**src/rtl/rv32_pkg.sv**
```systemverilog
// Shared RV32 core definitions: data width, bubble encoding and IF-stage state type.
// Latency: n/a (types, constants and a pure helper function only).
// Backpressure: n/a.
package rv32_pkg;

   localparam int XLEN = 32;

   // addi x0,x0,0 -- the canonical RV32I NOP used as a pipeline bubble
   localparam logic [XLEN-1:0] NOP_INSTR = 32'h0000_0013;

   typedef enum logic [2:0] {
      FS_REQ,    // request for pc_q presented, waiting for gnt
      FS_WAIT,   // one request outstanding, waiting for rvalid
      FS_VALID,  // instruction parked in the hold register (stalled)
      FS_DRAIN,  // outstanding response belongs to a killed fetch
      FS_HALT    // misaligned redirect target, fetch stopped
   } fetch_state_t;

   // Sequential PC step; wraps modulo 2^XLEN.
   function automatic logic [XLEN-1:0] pc_inc(input logic [XLEN-1:0] pc);
      return pc + XLEN'(4);
   endfunction

endpackage

```
**src/rtl/fetch_hold_reg.sv**
```systemverilog
// Holding register for a fetched instruction word plus its valid flag.
// Latency: 1 cycle from load_i to instr_o/valid_o.
// Backpressure: none; load_i has priority over clear_i.
//
// Ports:
//   clk, rst  clock and synchronous active-high reset
//   load_i    capture instr_i and set valid
//   clear_i   drop the held instruction (valid=0, word returns to RST_INSTR)
//   instr_i   instruction word to capture
//   instr_o   held instruction word
//   valid_o   held word is a real instruction
module fetch_hold_reg
   import rv32_pkg::*;
#(
   parameter logic [XLEN-1:0] RST_INSTR = NOP_INSTR
) (
   input  logic            clk,
   input  logic            rst,
   input  logic            load_i,
   input  logic            clear_i,
   input  logic [XLEN-1:0] instr_i,
   output logic [XLEN-1:0] instr_o,
   output logic            valid_o
);

   logic [XLEN-1:0] instr_q;
   logic            valid_q;

   always_ff @(posedge clk) begin
      if (rst) begin
         instr_q <= RST_INSTR;
         valid_q <= 1'b0;
      end else if (load_i) begin
         instr_q <= instr_i;
         valid_q <= 1'b1;
      end else if (clear_i) begin
         instr_q <= RST_INSTR;
         valid_q <= 1'b0;
      end
   end

   assign instr_o = instr_q;
   assign valid_o = valid_q;

endmodule

```
**src/rtl/if_fetch_unit.sv**
```systemverilog
// RV32I instruction-fetch stage: owns the PC, runs the imem req/gnt/rvalid handshake, feeds IF->DEC.
// Latency: response is presented the same cycle rvalid arrives (bypass); next request issued in that cycle.
// Backpressure: StallF parks the instruction in a hold register and suppresses new requests; at most one request outstanding.
//
// Optional feature macro: FETCH_MISALIGN_EN
//   defined   -> port fetch_misalign; misaligned redirect target halts fetch until an aligned redirect
//   undefined -> no port; redirect target low two bits are ignored
//
// Ports:
//   clk, rst                 clock, synchronous active-high reset (shared with imem)
//   StallF                   hold the presented instruction, PC does not advance
//   PCSrcE, PCTargetE        redirect from EX; beats StallF
//   imem_req, imem_addr      request valid / word address (held stable until imem_gnt)
//   imem_gnt                 request accepted this cycle
//   imem_rvalid, imem_rdata  in-order response, earliest the cycle after gnt
//   InstrF, PCF, PCPlus4F    instruction, its PC, PC+4 towards IF->DEC
//   FetchValidF              InstrF/PCF carry a real instruction (else InstrF = NOP_INSTR)
//   fetch_misalign           fetch halted on a misaligned target (FETCH_MISALIGN_EN only)
module if_fetch_unit
   import rv32_pkg::*;
#(
   parameter logic [XLEN-1:0] RESET_PC  = 32'h0000_0000,
   parameter logic [XLEN-1:0] NOP_INSTR = rv32_pkg::NOP_INSTR
) (
   input  logic            clk,
   input  logic            rst,
   input  logic            StallF,
   input  logic            PCSrcE,
   input  logic [XLEN-1:0] PCTargetE,
   output logic            imem_req,
   output logic [XLEN-1:0] imem_addr,
   input  logic            imem_gnt,
   input  logic            imem_rvalid,
   input  logic [XLEN-1:0] imem_rdata,
   output logic [XLEN-1:0] InstrF,
   output logic [XLEN-1:0] PCF,
   output logic [XLEN-1:0] PCPlus4F,
   output logic            FetchValidF
`ifdef FETCH_MISALIGN_EN
   ,
   output logic            fetch_misalign
`endif
);

   fetch_state_t    state_q, state_d;
   logic [XLEN-1:0] pc_q, pc_d;
   logic [XLEN-1:0] pc_plus4;
   logic [XLEN-1:0] redirect_pc;
   logic            tgt_misalign;

   logic            req_c;
   logic [XLEN-1:0] addr_c;
   logic            valid_c;
   logic [XLEN-1:0] instr_c;

   logic            hold_load, hold_clear;
   logic [XLEN-1:0] hold_instr;
   logic            hold_vld;

   assign pc_plus4 = pc_inc(pc_q);

`ifdef FETCH_MISALIGN_EN
   assign tgt_misalign = |PCTargetE[1:0];
   assign redirect_pc  = PCTargetE;
`else
   // Without the halt feature a misaligned target is forced onto the word grid.
   assign tgt_misalign = 1'b0;
   assign redirect_pc  = {PCTargetE[XLEN-1:2], 2'b00};
   logic unused_tgt_lo;
   assign unused_tgt_lo = ^PCTargetE[1:0];
`endif

   always_ff @(posedge clk) begin
      if (rst) begin
         state_q <= FS_REQ;
         pc_q    <= RESET_PC;
      end else begin
         state_q <= state_d;
         pc_q    <= pc_d;
      end
   end

   always_comb begin
      state_d    = state_q;
      pc_d       = pc_q;
      req_c      = 1'b0;
      addr_c     = pc_q;
      valid_c    = 1'b0;
      instr_c    = NOP_INSTR;
      hold_load  = 1'b0;
      hold_clear = 1'b0;

      case (state_q)
         FS_REQ: begin
            // Issue regardless of StallF: the fetch itself does not disturb DEC.
            req_c = 1'b1;
            if (imem_gnt) state_d = FS_WAIT;
         end
         FS_WAIT: begin
            if (imem_rvalid) begin
               valid_c = 1'b1;
               instr_c = imem_rdata;
               if (StallF) begin
                  hold_load = 1'b1;
                  state_d   = FS_VALID;
               end else begin
                  // Consumed this cycle: issue the next sequential fetch immediately.
                  pc_d    = pc_plus4;
                  req_c   = 1'b1;
                  addr_c  = pc_plus4;
                  state_d = imem_gnt ? FS_WAIT : FS_REQ;
               end
            end
         end
         FS_VALID: begin
            valid_c = hold_vld;
            instr_c = hold_instr;
            if (!StallF) begin
               hold_clear = 1'b1;
               pc_d       = pc_plus4;
               req_c      = 1'b1;
               addr_c     = pc_plus4;
               state_d    = imem_gnt ? FS_WAIT : FS_REQ;
            end
         end
         FS_DRAIN: begin
            // The response in flight belongs to a killed fetch; swallow it.
            if (imem_rvalid) state_d = FS_REQ;
         end
         FS_HALT: begin
            state_d = FS_HALT;
         end
         default: begin
            state_d = FS_REQ;
         end
      endcase

      // Redirect overrides everything decided above, including a stall.
      if (PCSrcE) begin
         valid_c    = 1'b0;
         instr_c    = NOP_INSTR;
         req_c      = 1'b0;
         addr_c     = pc_q;
         hold_load  = 1'b0;
         hold_clear = 1'b1;
         pc_d       = redirect_pc;
         if (tgt_misalign)
            state_d = FS_HALT;
         else if (state_q == FS_DRAIN)
            state_d = imem_rvalid ? FS_REQ : FS_DRAIN;
         else if (state_q == FS_WAIT && !imem_rvalid)
            state_d = FS_DRAIN;
         else
            state_d = FS_REQ;
      end
   end

   fetch_hold_reg #(
      .RST_INSTR (NOP_INSTR)
   ) u_hold (
      .clk     (clk),
      .rst     (rst),
      .load_i  (hold_load),
      .clear_i (hold_clear),
      .instr_i (instr_c),
      .instr_o (hold_instr),
      .valid_o (hold_vld)
   );

   // Reset gates the combinational outputs so nothing leaks out while rst is high.
   assign imem_req    = req_c & ~rst;
   assign imem_addr   = addr_c;
   assign FetchValidF = valid_c & ~rst;
   assign InstrF      = FetchValidF ? instr_c : NOP_INSTR;
   assign PCF         = pc_q;
   assign PCPlus4F    = pc_plus4;

`ifdef FETCH_MISALIGN_EN
   assign fetch_misalign = (state_q == FS_HALT);
`endif

endmodule

```
**config.mk**
```make
export PLATFORM = sky130hd
export DESIGN_NAME = if_fetch_unit
export DESIGN_NICKNAME = d
export VERILOG_FILES = /design/src/rtl/rv32_pkg.sv /design/src/rtl/fetch_hold_reg.sv /design/src/rtl/if_fetch_unit.sv
export SDC_FILE = /design/constraint.sdc
export NUM_CORES = 1
export LEC_CHECK = 0
export BUFFER_PORTS_ARGS = -buffer_cell sky130_fd_sc_hd__buf_2
export CAP_MARGIN = 20
export CORE_MARGIN = 1.5
export CORE_UTILIZATION = 51
export CTS_CLUSTER_DIAMETER = 200
export DETAILED_ROUTE_END_ITERATION = 10
export PLACE_DENSITY = 0.94
export SLEW_MARGIN = 20
export SYNTH_ARGS = -nofsm -noshare
export SYNTH_HDL_FRONTEND = slang
export SYNTH_SLANG_ARGS = --single-unit
```
**constraint.sdc**
```tcl
create_clock -name clk -period 4.26 [get_ports clk]
set_input_delay 0.213 -clock clk [delete_from_list [all_inputs] [get_ports clk]]
set_output_delay 0.213 -clock clk [all_outputs]
set_load 0.01 [all_outputs]
```
# Word level (Yosys, flattened, before mapping)
# Index checks and enable logic that the tools add are counted.
# classes
bitwise	3
muxes	37
n_addsub	1
n_eq_ne	8
n_reduce_logical	6
# op_table
op	count
2-to-1 mux 32 bit	9
one-hot mux 32 bit (2 select lines)	2
adder 32 x 3 -> 32 bit (second input constant)	1
2-to-1 mux 3 bit	5
one-hot mux 3 bit (5 select lines)	1
2-to-1 mux 1 bit	14
inequality test 3 bit (second input constant)	4
2-to-1 mux 2 bit	4
== test 3 x 2 -> 1 bit (second input constant)	2
AND reduction 4 bit	1
== test 3 x 1 -> 1 bit (second input constant)	1
== test 3 bit (second input constant)	1
logical NOT 3 bit	1
one-hot mux 1 bit (3 select lines)	1
bitwise AND 1 bit	2
one-hot mux 1 bit (2 select lines)	1
nonzero test 2 bit	1
OR reduction 2 bit	1
logical AND 1 bit	1
logical NOT 1 bit	1
NOT 1 bit	1
# totals
reg_bits	68
in_bits	70

# Longest topological paths before layout
# Gate-level depths: netlist of run 1.
# depth
ltp_word	5
depth_mapped	8
depth_no_buf	6

# Cells and area by module
# A second synthesis of run 1 with hierarchy kept.
# hier_totals
cells_unflattened	636
hier_area_um2	4820.9
# modules_own_cells
mod	cells_each	area_each_um2	seq_area_each_um2	instances
if_fetch_unit	492	3375.7	660.6	1
fetch_hold_reg	144	1445.1	660.6	1

# Worst setup path before layout of run 1
# OpenSTA, ideal clock, no wires.
# synth_path
path_type	flip-flop to flip-flop
start	register pc_q[12] (netlist: PCF[12])
end	register pc_q[22] (netlist: PCF[22])
path_stages_with_launch	8
required_time_ps	4174
synth_period_minus_slack_ps	2188
path_slack_ps	2072
n_path_buf	2
arrival_time_ps	2102
cell_sequence	dfxtp_1 > buf_2 > nand4_4 > or4_1 > buf_2 > or3_1 > xor2_1 > a211oi_1
# synth_via
elab_chain_len	5
# synth_rtl
element	line	rtl
from (decl)	if_fetch_unit.sv:46	logic [XLEN-1:0] pc_q, pc_d;
from (signal assigned)	if_fetch_unit.sv:79	pc_q <= pc_d;
adder 32 x 3 -> 32 bit (*)	rv32_pkg.sv:21	return pc + XLEN'(4);
2-to-1 mux 32 bit (*)	--	
2-to-1 mux 32 bit	--	
one-hot mux 32 bit (2 select lines) (*)	--	
2-to-1 mux 32 bit (*)	if_fetch_unit.sv:139	if (PCSrcE) begin
# Every way passes the cells marked *; elsewhere a longest branch is shown, timed or not.
# A chain may end at the register's enable or synchronous reset.

# Final worst setup path of run 1
# layout_path
start	register state_q[0]
end	output port InstrF[21]
# layout_via
elab_chain_len	5
# layout_rtl
element	line	rtl
from (decl)	if_fetch_unit.sv:45	fetch_state_t state_q, state_d;
from (signal assigned)	if_fetch_unit.sv:78	state_q <= state_d;
== test 3 x 2 -> 1 bit / == test 3 x 1 -> 1 bit (equally long branches)	if_fetch_unit.sv:93	case (state_q)
one-hot mux 1 bit (2 select lines)	if_fetch_unit.sv:93	
2-to-1 mux 1 bit	if_fetch_unit.sv:139	
bitwise AND 1 bit	if_fetch_unit.sv:173	assign FetchValidF = valid_c & ~rst;
2-to-1 mux 32 bit (*)	if_fetch_unit.sv:174	assign InstrF = FetchValidF ? instr_c : NOP_INSTR;
to (decl)	if_fetch_unit.sv:35	output logic [XLEN-1:0] InstrF,
# Marked as above.

==> flow_summary.yaml, run 1 <==
routing:
  drtPass1Iterations: 5
  drt-initial-drc-count: 272
  viasPerCell: 5.87
  num_vias: 4729
  drc_errors: 0
  wirelength_um: 12500
  drt.antenna.violating_nets: 0
  wire_per_inst_um: 15.5
logic_synthesis:
  synth_top_area_cell: "dfxtp_1"
  synth_edf_count: 0
  synthTopCellsByArea: "dfxtp_1 30%, xor2_1 9.1%, nor2_1 7.0%"
  synth_top_area_share_pct: 30.5
  avgSynthCellArea_um2: 7.93
  syn_area_um2: 4340
  async_reset_ff_share_pct: 0
  ys.flop_type: "dfxtp_1"
  yosys_warnings: 0
  synth-seq-cells: 66
  synth_cell_types: 51
  yosysSeqAreaShare_pct: 30.5
  syn_inst: 547
floorplanning:
  start_util_pct: 52.8
  num_rows: 33
  io_pins: 200
  die_y_um: 95.2
  die_x_um: 95.2
  core_um2: 8220
  die_area_um2: 9070
job:
  drv_cap: 0
power:
  power_density_nw_per_um2: 281
  p_total_mw: 1.53
  p_int_mw: 1.09
  p_switching_uw: 448
  p_seq_share_pct: 44.6
  pwr-share-comb_pct: 17.4
  peakVddDrop_v: 0.000181
  switching_share_pct: 29.2
  p_clk_share_pct: 38.0
  power_leakage_nw: 2.34
grt:
  grt_pass1_vias: 4060
  grt_pass1_wl_um: 18900
  antenna_found_initial: 0
  grt-ovfl-total: 0
  grtUsageTotal_pct: 25.8
  grt_max_degree: 62
layout:
  mostFrequentLayoutCells: "191 x buf_2, 78 x nor2_1, 66 x dfxtp_1"
  nets: 767
  diodes: 0
  fillCellCount: 698
  syn2layout_area_growth_pct: 25.6
  layout_commonest_cell: "buf_2"
  design_area_um2: 5450
  drive_gt1_share_pct: 32.7
  multi_input_area_um2: 2740
  fin_util_pct: 66.3
  regArea_um2: 1320
clocking:
  cts_made_buffers: 9
  ctsHoldBuffers: 0
  cts_resized: 0
  clk_pin_slew_worst_paths_ns: 0.07
  cts_sinks: 66
  cts-htree-levels: 3
  post_cts_buffers: 0
  clkLatencyLatePin_ns: 0.34
  clock_tree.root_cell: "clkbuf_8"
  tritoncts: "built"
  cts_buffer_depth: 2
status:
  status: "finished clean"
sta:
  setup-violations-final: 0
  maxSlewViolCount: 0
  rsz0062_at_grt: "false"
  setup_slack_ns: 1.16
  finalSetupTns_ns: 0
  max_freq_mhz: 322
  slew_headroom_pct: 50.6
  period_needed_ns: 3.10
  finalHoldViolCount: 0
  period_share_pct: 72.8
  final.setup_skew_ns: 0.0121
  worst_slew_pin_slew_ns: 0.734
setup_path:
  cp-start-kind: "flop"
  reg2reg_depth: 6
  crit_type: "flop to primary output"
  critPathMaxFanout: 61
  worstPathArrival_ns: 2.89
  crit_path_end_kind: "primary output"
  worstPathRequired_ns: 4.05
place:
  dpl.hpwl_um: 8830
  io_buffer_count: 191
  postPlaceCellArea_um2: 5220
  dp_slack_ns: 1.43
  gp_congestion: 0.905
worst_hold_path:
  min_path_cells: 3
  hp-class: "input port to flop"
[worst paths after layout]
check / start / to / slack, ns
worst max-delay path: state_q[0] / InstrF[21] / 1.16
worst min-delay path: PCTargetE[2] / PCF[2] / 0.12
worst max register to register: state_q[0] / u_hold.instr_o[16] / 1.67
worst min register to register: u_hold.instr_o[31] / u_hold.instr_o[31] / 0.47
[logic make-up (layout without fill, tap and decap cells)]
kind of cell    after synthesis  count (layout)  share of synthesized area (%)
xor+xnor                     77              77                           15.5
mux                           2               2                          0.519
flops                        66              66                           30.5
compound gates              120             120                           21.8
simple gates                207             207                           23.9
buf+inv                      73             222                           7.35
other cells                   1               6                         0.0864
fa+ha+maj                     1               1                          0.288
[cell type report]
| class | instances | share of cell area, % |
|---|---|---|
| Timing Repair Buffer | 197 | 18.4 |
| Tap cell | 105 | 2.41 |
| Inverter | 9 | 0.620 |
| Clock buffer | 10 | 2.34 |
| Sequential cell | 66 | 24.2 |
| Multi-Input combinational cell | 413 | 50.3 |
| Clock inverter | 6 | 1.68 |
[critical path: stages (launching register included)]
cell and delay (ns):
dfxtp_1 0.50, nand3b_1 0.31, nor2_4 0.16, buf_4 0.49
a21oi_1 0.16, or2_2 0.55, nor2_1 0.22, buf_2 0.15
[cell usage after synthesis, types with 2 or more instances]
master	number
a221oi_1	2
nor3_1	12
xor2_1	45
nand3_1	14
mux2_2	2
a211oi_1	20
a311oi_1	7
a221o_1	3
and3_1	4
nor2_1	81
inv_1	9
nand4_1	9
nor4_1	5
dfxtp_1	66
nand2_1	35
buf_4	7
nand4_4	2
or4_1	4
nand2b_1	12
or3_1	12
xnor2_1	32
o22ai_1	3
a21oi_1	7
clkbuf_1	40
buf_2	14
a32o_1	29
buf_1	2
a22oi_1	30
or2_2	4
o21ai_0	12
nor3b_1	3
[sequential cells by signal, indices dropped and copies added, names as in the netlist]
signal and flops:
u_hold.instr_o 32, PCF 30, state_q 3, u_hold.valid_o 1
[power by group through the flow]
stage                     combinational (mW)  sequential, mW  clock [mW]
after floorplan                        0.173           0.679           0
after global placement                 0.254           0.696           0
after detailed placement               0.263           0.698           0
after CTS                              0.265           0.684       0.593
after global routing                   0.289           0.689       0.620
final                                  0.267           0.685       0.582
[per-stage QoR]
stage | std cells | hold slack (ns)
floorplan | 552 | 0.358
global placement | 790 | 0.447
detailed placement | 790 | 0.454
CTS | 806 | 0.106
global route | 806 | 0.112
finish | 806 | 0.122
[routing by layer]
metal,vias up,GRT usage [%],share of wire (%)
met5,-,0,0
met4,0,8.46,1.2
met3,18,3.11,7.0
met2,223,46.3,53
met1,2245,31.6,39
li1,2243,-,-
No activity file was read; power rests on OpenSTA's default activity.
==> inputs of run 2 (changes only) <==
Settings changed: CORE_UTILIZATION 51 to 48, PLACE_DENSITY 0.94 to 0.9.
Clock period 4.26 ns to 3.05 ns, I/O delays scaled along.
==> flow_summary.yaml, run 2 (synthesis results as in run 1) <==
power:
  power_leakage_nw: 2.35
  peakVddDrop_v: 0.000203
  power_density_nw_per_um2: 368
sta:
  period_share_pct: 91.8
  setup-violations-final: 0
  max_freq_mhz: 357
  finalSetupTns_ns: 0
  slew_headroom_pct: 52.7
  worst_slew_pin_slew_ns: 0.709
  rsz0062_at_grt: "false"
  final.setup_skew_ns: 0.0130
  maxSlewViolCount: 0
  finalHoldViolCount: 0
  period_needed_ns: 2.80
clocking:
  cts_buffer_depth: 2
  cts_resized: 0
  ctsHoldBuffers: 0
  cts-htree-levels: 3
  clk_pin_slew_worst_paths_ns: 0.08
  cts_made_buffers: 9
  clock_tree.root_cell: "clkbuf_8"
  clkLatencyLatePin_ns: 0.33
  post_cts_buffers: 0
  cts_sinks: 66
  tritoncts: "built"
layout:
  largest_register_ffs: 32
  syn2layout_area_growth_pct: 25.6
  regArea_um2: 1320
  design_area_um2: 5450
  drive_gt1_share_pct: 33.4
  nets: 772
  mostFrequentLayoutCells: "191 x buf_2, 78 x nor2_1, 66 x dfxtp_1"
  layout_commonest_cell: "buf_2"
  multi_input_area_um2: 2740
  final_cells: 814
  diodes: 0
  fillCellCount: 759
floorplanning:
  core_um2: 8720
  die_area_um2: 9620
  die_x_um: 98.1
  start_util_pct: 49.7
  die_y_um: 98.1
  io_pins: 200
  num_rows: 34
routing:
  drt.antenna.violating_nets: 0
  drc_errors: 0
  wirelength_um: 12800
  num_vias: 4753
  drtPass1Iterations: 6
  viasPerCell: 5.84
  drt-initial-drc-count: 285
  wire_per_inst_um: 15.7
job:
  drv_cap: 0
setup_path:
  worstPathRequired_ns: 2.90
  worstReg2RegEnd: "PCF[22]"
  r2r-start: "PCF[3]"
  rrSetupSlack_ns: 0.57
  worstPathArrival_ns: 2.65
  cp-start-kind: "flop"
  crit_path_end_kind: "primary output"
  critPathMaxFanout: 10
  reg2reg_depth: 6
  crit_type: "flop to primary output"
grt:
  antenna_found_initial: 0
  grtUsageTotal_pct: 25.3
  grt_max_degree: 61
  grt_pass1_vias: 4348
  grt_pass1_wl_um: 20400
  grt-ovfl-total: 0
worst_hold_path:
  hp-start: "imem_rdata[11]"
  hp-class: "input port to flop"
  worstHoldEndpoint: "u_hold.instr_o[11]"
  min_path_cells: 2
place:
  postPlaceCellArea_um2: 5260
  io_buffer_count: 191
  dp.cells: 798
  dpl.hpwl_um: 9150
  gp_congestion: 0.935
status:
  status: "finished clean"
## run 2: layout make-up
type	count	area share [%]
tap	108	2.48
sequential	66	24.2
clock inverter	6	0.781
timing repair buffer	202	19.1
clock buffer	10	2.53
inverter	9	0.620
multi-input combinational	413	50.3
## run 2: worst max-delay path by stage
stage	from	end	slack, ns	cells past startpoint
2_1_floorplan	PCF[12]	PCF[22]	0.86	7
3_3_place_gp	PCF[3]	PCF[22]	0.67	6
3_5_place_dp	PCF[4]	imem_addr[17]	0.61	6
4_1_cts	PCF[4]	imem_addr[17]	0.25	6
5_1_grt	state_q[0]	imem_addr[29]	0.03	6
6_report	state_q[0]	imem_addr[31]	0.25	6
## run 2: through the flow
step	utilization, %	power (mW)	worst slack [ns]	hold slack, ns
floorplan	-	1.19	0.862	0.297
global placement	60.3	1.33	0.670	0.404
detailed placement	60.3	1.34	0.615	0.412
CTS	62.4	2.02	0.248	0.0564
global route	62.5	2.10	0.0320	0.0493
finish	62.5	2.00	0.250	0.0762
## run 2: report_power, final
group	total, mW	internal [mW]	switching [mW]
sequential	0.956	0.891	0.0657
clock	0.673	0.317	0.356
combinational	0.374	0.165	0.209
## run 2: per-layer routing
| layer | GRT usage, % | wire [um] | part of all wire, % | up-vias |
|---|---|---|---|---|
| met1 | 31.9 | 5120 | 40 | 2270 |
| met4 | 8.35 | 148 | 1.2 | 0 |
| met5 | 0 | 0 | 0 | - |
| met3 | 4.08 | 926 | 7.2 | 18 |
| li1 | - | - | - | 2242 |
| met2 | 43.9 | 6600 | 52 | 223 |
## run 2: critical path, cell delays in order (launching register included)
cell and delay [ns]:
dfxtp_1 0.50, nand3b_1 0.32, a211oi_2 0.64, nand4_1 0.35, nor2_1 0.20, xor2_1 0.17, buf_2 0.15
==> inputs of run 3 (changes only) <==
Clock period 3.05 ns to 2.8 ns, I/O delays scaled along.
==> flow_summary.yaml, run 3 (synthesis results as in run 1) <==
status:
  status: "finished clean"
floorplanning:
  die_area_um2: 9620
  core_um2: 8720
  die_y_um: 98.1
  start_util_pct: 49.7
  die_x_um: 98.1
  io_pins: 200
  num_rows: 34
setup_path:
  cp-start-kind: "flop"
  crit_buf_inv: 2
  cpPeakStageDelay_ns: 0.53
  cp_slowest_cell: "dfxtp_1"
  crit_path_end_kind: "primary output"
  worstPathRequired_ns: 2.66
  crit_family: "simple AND/OR/NAND/NOR gates"
  crit_type: "flop to primary output"
  startpoint: "state_q[1]"
  crit_chain: "nand2b_1 > a211oi_2 > buf_4 > nand4_1 > nor2_1 > xor2_1 > buf_2"
  worstPathArrival_ns: 2.45
  critPathMaxFanout: 18
  rrSetupSlack_ns: 0.42
  r2r-start: "PCF[23]"
  worstReg2RegEnd: "PCF[28]"
  reg2reg_depth: 5
clocking:
  clk_pin_slew_worst_paths_ns: 0.08
  cts_buffer_depth: 2
  clock_tree.root_cell: "clkbuf_8"
  clkLatencyLatePin_ns: 0.33
  ctsHoldBuffers: 0
  cts-htree-levels: 3
  cts_made_buffers: 9
  cts_sinks: 66
  tritoncts: "built"
layout:
  syn2layout_area_growth_pct: 26.3
  mostFrequentLayoutCells: "191 x buf_2, 78 x nor2_1, 66 x dfxtp_1"
  nets: 776
  fillCellCount: 745
  fin_util_pct: 62.8
  diodes: 0
  largest_register_ffs: 32
  final_cells: 817
  drive_gt1_share_pct: 33.9
  layout_commonest_cell: "buf_2"
routing:
  drtPass1Iterations: 5
  drt-initial-drc-count: 270
  drt.antenna.violating_nets: 0
  dr_wl_met2_um: 6250
  num_vias: 4699
  viasPerCell: 5.75
  wl_met1_um: 5320
  wirelength_um: 12600
  top_layer: "met4"
  wire_per_inst_um: 15.4
  wl_met3_um: 802
  drc_errors: 0
sta:
  period_share_pct: 92.5
  maxSlewViolCount: 0
  finalSetupTns_ns: 0
  max_freq_mhz: 386
  final.setup_skew_ns: 0.0151
  period_needed_ns: 2.59
  slew_headroom_pct: 53.5
  worst_slew_pin_slew_ns: 0.697
  finalHoldViolCount: 0
  setup-violations-final: 0
  rsz0062_at_grt: "false"
worst_hold_path:
  worstHoldEndpoint: "u_hold.instr_o[24]"
  hp-start: "imem_rdata[24]"
  min_path_cells: 2
  hp-class: "input port to flop"
power:
  p_int_mw: 1.49
  power_leakage_nw: 2.39
  peakVddDrop_v: 0.000218
  power_density_nw_per_um2: 394
  p_switching_uw: 666
  p_clk_share_pct: 32.7
  pwr-share-comb_pct: 19.2
  p_total_mw: 2.16
  switching_share_pct: 30.9
  p_seq_share_pct: 48.1
grt:
  grt-ovfl-total: 0
  grt_pass1_wl_um: 19800
  grt_pass1_vias: 4240
  grt_max_degree: 59
  grtUsageTotal_pct: 24.4
  antenna_found_initial: 0
place:
  io_buffer_count: 191
  dpl.hpwl_um: 8910
  gp_congestion: 0.954
  dp.cells: 800
job:
  drv_cap: 0
run 3: cell count changes in the layout (fill, tap and decap cells not counted), sizes merged:
cell	change
buf	+4
clkinvlp	-1
run 3: how the worst max path moves through the flow:
| stage | to | slack (ns) | cells after the start |
|---|---|---|---|
| 2_1_floorplan | PCF[22] | 0.61 | 7 |
| 6_report | imem_addr[25] | 0.21 | 7 |
| 3_5_place_dp | PCF[22] | 0.34 | 6 |
| 3_3_place_gp | PCF[28] | 0.45 | 6 |
| 5_1_grt | imem_addr[31] | 0.02 | 7 |
| 4_1_cts | imem_addr[28] | 0.04 | 7 |
run 3: final cells by class:
class	instances	area, um2	share of cell area, %
Clock inverter	5	31.3	0.571
Sequential cell	66	1320	24.1
Multi-Input combinational cell	413	2750	50.2
Tap cell	108	135	2.47
Inverter	9	33.8	0.617
Clock buffer	10	138	2.51
Timing Repair Buffer	206	1070	19.5
run 3: per-stage QoR:
step	hold slack, ns	worst slack [ns]	area [um2]
final	0.0631	0.209	5480
after global routing	0.0442	0.0219	5480
after CTS	0.0481	0.0391	5450
after detailed placement	0.399	0.341	5280
after global placement	0.394	0.448	5280
after floorplan	0.285	0.612	4360
run 3: per-layer routing:
layer  GRT usage [%]  vias to the layer above
met5               0                        -
met4            7.91                        0
met3            3.87                       24
met2            42.9                      198
met1            30.3                     2222
li1                -                     2255
run 3: worst reg2reg max path, stage by stage (launching register included):
cell and delay [ns]:
dfxtp_1 0.51, nand4_1 0.32, or4_1 0.66, or3_1 0.39, xor2_1 0.15, a211oi_1 0.25
run 3: power groups by stage:
| stage | clock, mW | sequential, mW | combinational, mW |
|---|---|---|---|
| after floorplan | 0 | 1.03 | 0.263 |
| after global placement | 0 | 1.05 | 0.399 |
| after detailed placement | 0 | 1.06 | 0.408 |
| after CTS | 0.720 | 1.04 | 0.410 |
| after global routing | 0.772 | 1.04 | 0.446 |
| final | 0.706 | 1.04 | 0.414 |
run 3: timing repair:
item / 4_1_cts / 5_1_grt
resized for setup: 0 / 3
setup endpoints to repair: 0 / 9
setup buffers: 0 / 2
